## src/rtl/pipe_ctrl_pkg.sv

```systemverilog
// Shared types for the WISC-SP20 pipeline sequencer: FSM states,
// stage indices, stall-cause priority encoding and the enable bundle.
package pipe_ctrl_pkg;

    typedef enum logic [1:0] {
        RUN    = 2'd0,
        DRAIN  = 2'd1,
        HALTED = 2'd2
    } state_t;

    localparam int IFID  = 0;
    localparam int IDEX  = 1;
    localparam int EXMEM = 2;
    localparam int MEMWB = 3;

    typedef enum logic [2:0] {
        CAUSE_NONE,
        CAUSE_DMEM,
        CAUSE_DEC,
        CAUSE_HALT,
        CAUSE_FLUSH,
        CAUSE_IMEM
    } cause_t;

    typedef struct packed {
        logic       pc;
        logic [3:0] en;
        logic [3:0] bub;
    } ctrl_t;

    // HALT wins over redirects and fetch stalls, loses to real hazards
    function automatic cause_t stall_cause(
        input logic dmem,
        input logic dec,
        input logic halt,
        input logic flush,
        input logic imem
    );
        if (dmem)       return CAUSE_DMEM;
        else if (dec)   return CAUSE_DEC;
        else if (halt)  return CAUSE_HALT;
        else if (flush) return CAUSE_FLUSH;
        else if (imem)  return CAUSE_IMEM;
        else            return CAUSE_NONE;
    endfunction

endpackage

```

## src/rtl/pipe_ctrl_perf.sv

```systemverilog
// Saturating stall and redirect counters for the pipeline sequencer.
// Only instantiated when PIPE_PERF_EN is defined.
module pipe_ctrl_perf #(
    parameter int CNT_W = 16
) (
    input  logic             clk,
    input  logic             rst_n,
    input  logic             stall_inc,
    input  logic             flush_inc,
    output logic [CNT_W-1:0] stall_cnt,
    output logic [CNT_W-1:0] flush_cnt
);

    always_ff @(posedge clk or negedge rst_n) begin
        if (!rst_n) begin
            stall_cnt <= '0;
            flush_cnt <= '0;
        end else begin
            if (stall_inc && stall_cnt != '1)
                stall_cnt <= stall_cnt + 1'b1;
            if (flush_inc && flush_cnt != '1)
                flush_cnt <= flush_cnt + 1'b1;
        end
    end

endmodule

```

## src/rtl/pipe_ctrl.sv

```systemverilog
// Pipeline sequencer: stage enables/bubbles, valid tracking, fetch discard
// and HALT drain. Optional counters are built under PIPE_PERF_EN.
module pipe_ctrl
    import pipe_ctrl_pkg::*;
#(
    parameter int DRAIN_CYCLES = 3,
    parameter int CNT_W        = 16
) (
    input  logic             clk,
    input  logic             rst_n,
    input  logic             stall_decode,
    input  logic             flush_fetch,
    input  logic             imem_stall,
    input  logic             imem_done,
    input  logic             dmem_stall,
    input  logic             halt_id,
    output logic             pc_en,
    output logic             if_id_en,
    output logic             if_id_bubble,
    output logic             id_ex_en,
    output logic             id_ex_bubble,
    output logic             ex_mem_en,
    output logic             mem_wb_en,
    output logic             mem_wb_bubble,
    output logic [3:0]       stage_valid,
    output logic             halted,
    output logic [CNT_W-1:0] stall_cnt,
    output logic [CNT_W-1:0] flush_cnt
);

    localparam int DW = $clog2(DRAIN_CYCLES + 1);

    state_t        state;
    logic          discard;
    logic [DW-1:0] cnt;
    logic [3:0]    valid;
    logic [3:0]    valid_nxt;
    cause_t        cause;
    ctrl_t         ctl;
    logic          drop;

    assign cause = stall_cause(dmem_stall, stall_decode, halt_id,
                               flush_fetch, imem_stall);

    always_comb begin
        ctl  = '0;
        drop = 1'b0;
        unique case (state)
            RUN: begin
                unique case (cause)
                    CAUSE_DMEM: begin
                        ctl.en[MEMWB]  = 1'b1;
                        ctl.bub[MEMWB] = 1'b1;
                    end
                    CAUSE_DEC: begin
                        ctl.en        = 4'b1110;
                        ctl.bub[IDEX] = 1'b1;
                    end
                    CAUSE_HALT, CAUSE_IMEM: begin
                        ctl.en        = '1;
                        ctl.bub[IFID] = 1'b1;
                    end
                    CAUSE_FLUSH: begin
                        ctl.pc        = 1'b1;
                        ctl.en        = '1;
                        ctl.bub[IFID] = 1'b1;
                    end
                    default: begin
                        // wrong-path word from an earlier redirect arrives
                        drop          = discard & imem_done;
                        ctl.pc        = ~drop;
                        ctl.en        = '1;
                        ctl.bub[IFID] = drop;
                    end
                endcase
            end
            DRAIN: begin
                if (dmem_stall) begin
                    ctl.en[MEMWB]  = 1'b1;
                    ctl.bub[MEMWB] = 1'b1;
                end else begin
                    ctl.en        = '1;
                    ctl.bub[IFID] = 1'b1;
                end
            end
            default: ;
        endcase
    end

    always_comb begin
        valid_nxt = valid;
        if (ctl.en[IFID])
            valid_nxt[IFID] = ~ctl.bub[IFID];
        for (int i = 1; i < 4; i++)
            if (ctl.en[i])
                valid_nxt[i] = ~ctl.bub[i] & valid[i-1];
    end

    always_ff @(posedge clk or negedge rst_n) begin
        if (!rst_n) begin
            state   <= RUN;
            discard <= 1'b0;
            cnt     <= '0;
            valid   <= '0;
        end else begin
            valid <= valid_nxt;
            unique case (state)
                RUN: begin
                    if (cause == CAUSE_FLUSH && imem_stall)
                        discard <= 1'b1;
                    else if (imem_done)
                        discard <= 1'b0;
                    if (cause == CAUSE_HALT) begin
                        state <= DRAIN;
                        cnt   <= DW'(DRAIN_CYCLES);
                    end
                end
                DRAIN: begin
                    if (!dmem_stall) begin
                        if (cnt == DW'(1)) begin
                            state <= HALTED;
                            valid <= '0;
                        end else begin
                            cnt <= cnt - 1'b1;
                        end
                    end
                end
                default: ;
            endcase
        end
    end

    assign pc_en         = ctl.pc;
    assign if_id_en      = ctl.en[IFID];
    assign if_id_bubble  = ctl.bub[IFID];
    assign id_ex_en      = ctl.en[IDEX];
    assign id_ex_bubble  = ctl.bub[IDEX];
    assign ex_mem_en     = ctl.en[EXMEM];
    assign mem_wb_en     = ctl.en[MEMWB];
    assign mem_wb_bubble = ctl.bub[MEMWB];
    assign stage_valid   = valid;
    assign halted        = (state == HALTED);

`ifdef PIPE_PERF_EN
    logic stall_inc;
    logic flush_inc;

    assign stall_inc = (state == RUN) &&
                       (cause == CAUSE_DMEM || cause == CAUSE_DEC ||
                        cause == CAUSE_IMEM);
    assign flush_inc = (state == RUN) && (cause == CAUSE_FLUSH);

    pipe_ctrl_perf #(
        .CNT_W (CNT_W)
    ) u_perf (
        .clk       (clk),
        .rst_n     (rst_n),
        .stall_inc (stall_inc),
        .flush_inc (flush_inc),
        .stall_cnt (stall_cnt),
        .flush_cnt (flush_cnt)
    );
`else
    assign stall_cnt = '0;
    assign flush_cnt = '0;
`endif

endmodule
```

## config.mk

```make
export PLATFORM = sky130hd
export DESIGN_NAME = pipe_ctrl
export DESIGN_NICKNAME = d
export VERILOG_FILES = /design/src/rtl/pipe_ctrl_pkg.sv /design/src/rtl/pipe_ctrl_perf.sv /design/src/rtl/pipe_ctrl.sv
export SDC_FILE = /design/constraint.sdc
export NUM_CORES = 1
export LEC_CHECK = 0
export ABC_AREA = 1
export BUFFER_PORTS_ARGS = -buffer_cell sky130_fd_sc_hd__clkbuf_2
export CORE_UTILIZATION = 40
export CTS_CLUSTER_DIAMETER = 200
export CTS_CLUSTER_SIZE = 10
export DETAILED_ROUTE_END_ITERATION = 7
export GPL_TIMING_DRIVEN = 1
export HOLD_SLACK_MARGIN = 0.08
export PLACE_DENSITY_LB_ADDON = 0.25
export SKIP_LAST_GASP = 1
export SLEW_MARGIN = 20
export SYNTH_ARGS = -nofsm -noshare
export SYNTH_HDL_FRONTEND = slang
export SYNTH_SLANG_ARGS = --single-unit
```

## constraint.sdc

```tcl
create_clock -name clk -period 2.6 [get_ports clk]
set_input_delay 0.26 -clock clk [delete_from_list [all_inputs] [get_ports clk]]
set_output_delay 0.26 -clock clk [all_outputs]
set_load 0.1 [all_outputs]
```

==> impl_metrics.ini <==
[run_status]
status = completed

[placed_design]
dp_hpwl_um = 1122
portBuffers = 20
gp_congestion = 0.7445
pre_cts_ws_ns = 0.8727

[finish]
fin_nets = 147
fillers = 212
fin_util_pct = 44.91
antenna_cells = 0
layout-drive-gt1-share_pct = 24.09
areaGrowthSynthToFinish_pct = 5.766

[global_route]
grt_pass1_wl_um = 2049
grt-ovfl-total = 0
first_global_vias = 495
antenna_found_initial = 0
grt_max_degree = 10
grtUsageTotal_pct = 13.40

[drt]
via_per_inst = 4.079
wl_per_cell_um = 8.299
postRouteWirelength_um = 1361
drt_iter0_markers = 21
drc = 0
vias = 669
antenna_left = 0
drtPass1Iterations = 4

[pwr]
p_leak_nw = 0.5094
ir_drop_uv = 309.6
p_total_mw = 0.4925
p_per_area_mw_per_mm2 = 564.7

[floorplan]
io_pins = 53
die-height_um = 47.40
die_x_um = 47.40
core_mm2 = 0.001942
die-area_mm2 = 0.002247
row_count = 16
initial_utilization_pct = 42.46

[synth]
synth_top_area_share_pct = 30.05
synth_seq_area_share_pct = 27.31
ys_warn_count = 0
yosysTopAreaCell = buf_4
netlist_area_um2 = 824.5
postSynthCellCount = 114
ys_ff_latch = 9
synth_top_cells_by_area = buf_4, dfrtp_1, nand2_1
avgSynthCellArea_um2 = 7.233
yosysUniqueCellTypes = 22

[timing]
finalHoldViolations = 0
period_share_pct = 76.08
finalSetupTns_ns = 0
period_minus_slack_ns = 1.978
finClkSkew_ns = 0.007438
final_max_slew_viol_count = 0
rsz0062_at_grt = false
layout_setup_ws_ns = 0.6220
fmax_mhz = 505.6
maxSlewHeadroom_pct = 63.95
worstMarginPinSlew_ns = 0.5430
setup_viol = 0
timing.hold.ws_ns = 0.2895

[cts]
post_cts_resized = 0
clock-sinks = 9
post_cts_buffers = 0
clk_latency_ns = 0.26
root_buffer = clkbuf_4
clk_path_buf_depth = 2
cts_inserted_buffers = 3
htree_levels = 1
cts_tree = built
path_clk_slew_ns = 0.06
holdBufCountCts = 1

[setup_path]
critPathKind = register to primary output
cp-start-kind = register
endpoint_kind = primary output
required_ns = 2.34
crit_arrival_ns = 1.72
crit_fanout = 6
r2r_cells = 5

[min_path]
whs_path_depth = 4
hold_path_class = input pin to register

[job]
cap_violations = 0
==> registers in the layout (all words and copies together) (netlist names) <==
register     flops
cnt              2
state            2
discard          1
stage_valid      4
==> logic make-up (layout without fill, tap and decap cells) <==
logic type      Yosys count  after routing  synth area share (%)
compound gates           15             15                 11.23
buf+inv                  46             38                 35.96
simple gates             42             42                 23.52
flops                     9              9                 27.31
other cells               1             32                0.4548
fa+ha+maj                 1              1                 1.517
==> final timing paths <==
| kind | start | to | slack (ns) |
|---|---|---|---|
| hold / removal | imem_done | discard$_DFFE_PN0P_ | 0.29 |
| hold reg to reg | discard$_DFFE_PN0P_ | discard$_DFFE_PN0P_ | 0.48 |
| setup / recovery | state[1]$_DFFE_PN0P_ | if_id_bubble | 0.62 |
| setup reg to reg | state[0]$_DFFE_PN0P_ | stage_valid[2]$_DFF_PN0_ | 1.37 |
| min in group asynchronous | rst_n | stage_valid[1]$_DFF_PN0_ | 0.38 |
| max in group asynchronous | rst_n | discard$_DFFE_PN0P_ | 2.02 |
==> cell usage in the layout, fill, tap and decap left out <==
cell type / count
inv_2: 3
a21oi_4: 1
o21ai_0: 1
a22oi_1: 1
nand3_1: 5
nor2_1: 9
clkbuf_1: 1
o2111ai_1: 1
dlygate4sd3_1: 1
o21ai_1: 4
nand4_1: 2
conb_1: 32
a21oi_2: 1
nor3_2: 1
nand3b_1: 1
clkbuf_4: 3
nor2_4: 1
clkbuf_2: 20
nor2_2: 1
nand2_2: 1
a21oi_1: 6
nand2_4: 1
nand2_1: 20
inv_1: 10
ha_1: 1
dfrtp_1: 9
==> where the power goes <==
group	switching, mW	total (mW)	leakage (nW)	internal (mW)
clock network	0.0503	0.109	0.0150	0.0591
registers	0.00142	0.143	0.117	0.142
logic	0.229	0.240	0.377	0.0103
==> final cells by class <==
| cell class | instances | area (um^2) | share of cell area (%) |
|---|---|---|---|
| Multi-Input combinational cell | 90 | 427.9 | 49.07 |
| Sequential cell | 9 | 225.2 | 25.82 |
| Timing Repair Buffer | 21 | 110.1 | 12.63 |
| Inverter | 13 | 48.80 | 5.595 |
| Tap cell | 27 | 33.78 | 3.874 |
| Clock buffer | 4 | 26.28 | 3.013 |
==> through the flow <==
stage / cells / cell area, um^2
after floorplan: 145 / 949.7
after global placement: 159 / 835.8
after detailed placement: 159 / 835.8
after CTS: 164 / 872.1
after global routing: 164 / 872.1
final: 164 / 872.1
==> synthesized netlist by cell type (all sizes together) <==
cell type   n
o2111ai     1
nand2      22
buf        33
conb        1
nand4       2
a22oi       1
a21oi       8
inv        13
nor3        1
nand3       5
nor2       11
ha          1
dfrtp       9
o21ai       5
nand3b      1
==> critical path, stage by stage (launching register included) <==
cell and delay, ns:
dfrtp_1 0.43, inv_2 0.13, nand2_2 0.12, nor2_2 0.16, inv_1 0.10, nand2_1 0.07
clkbuf_2 0.45
==> metal layers <==
metal / global-route usage [%] / part of all wire, %
met5: 0 / 0
met2: 19.45 / 43
met4: 8.571 / 1.4
met3: 3.462 / 6.3
met1: 17.48 / 49
Note: power is estimated with default switching activity, not from simulation.
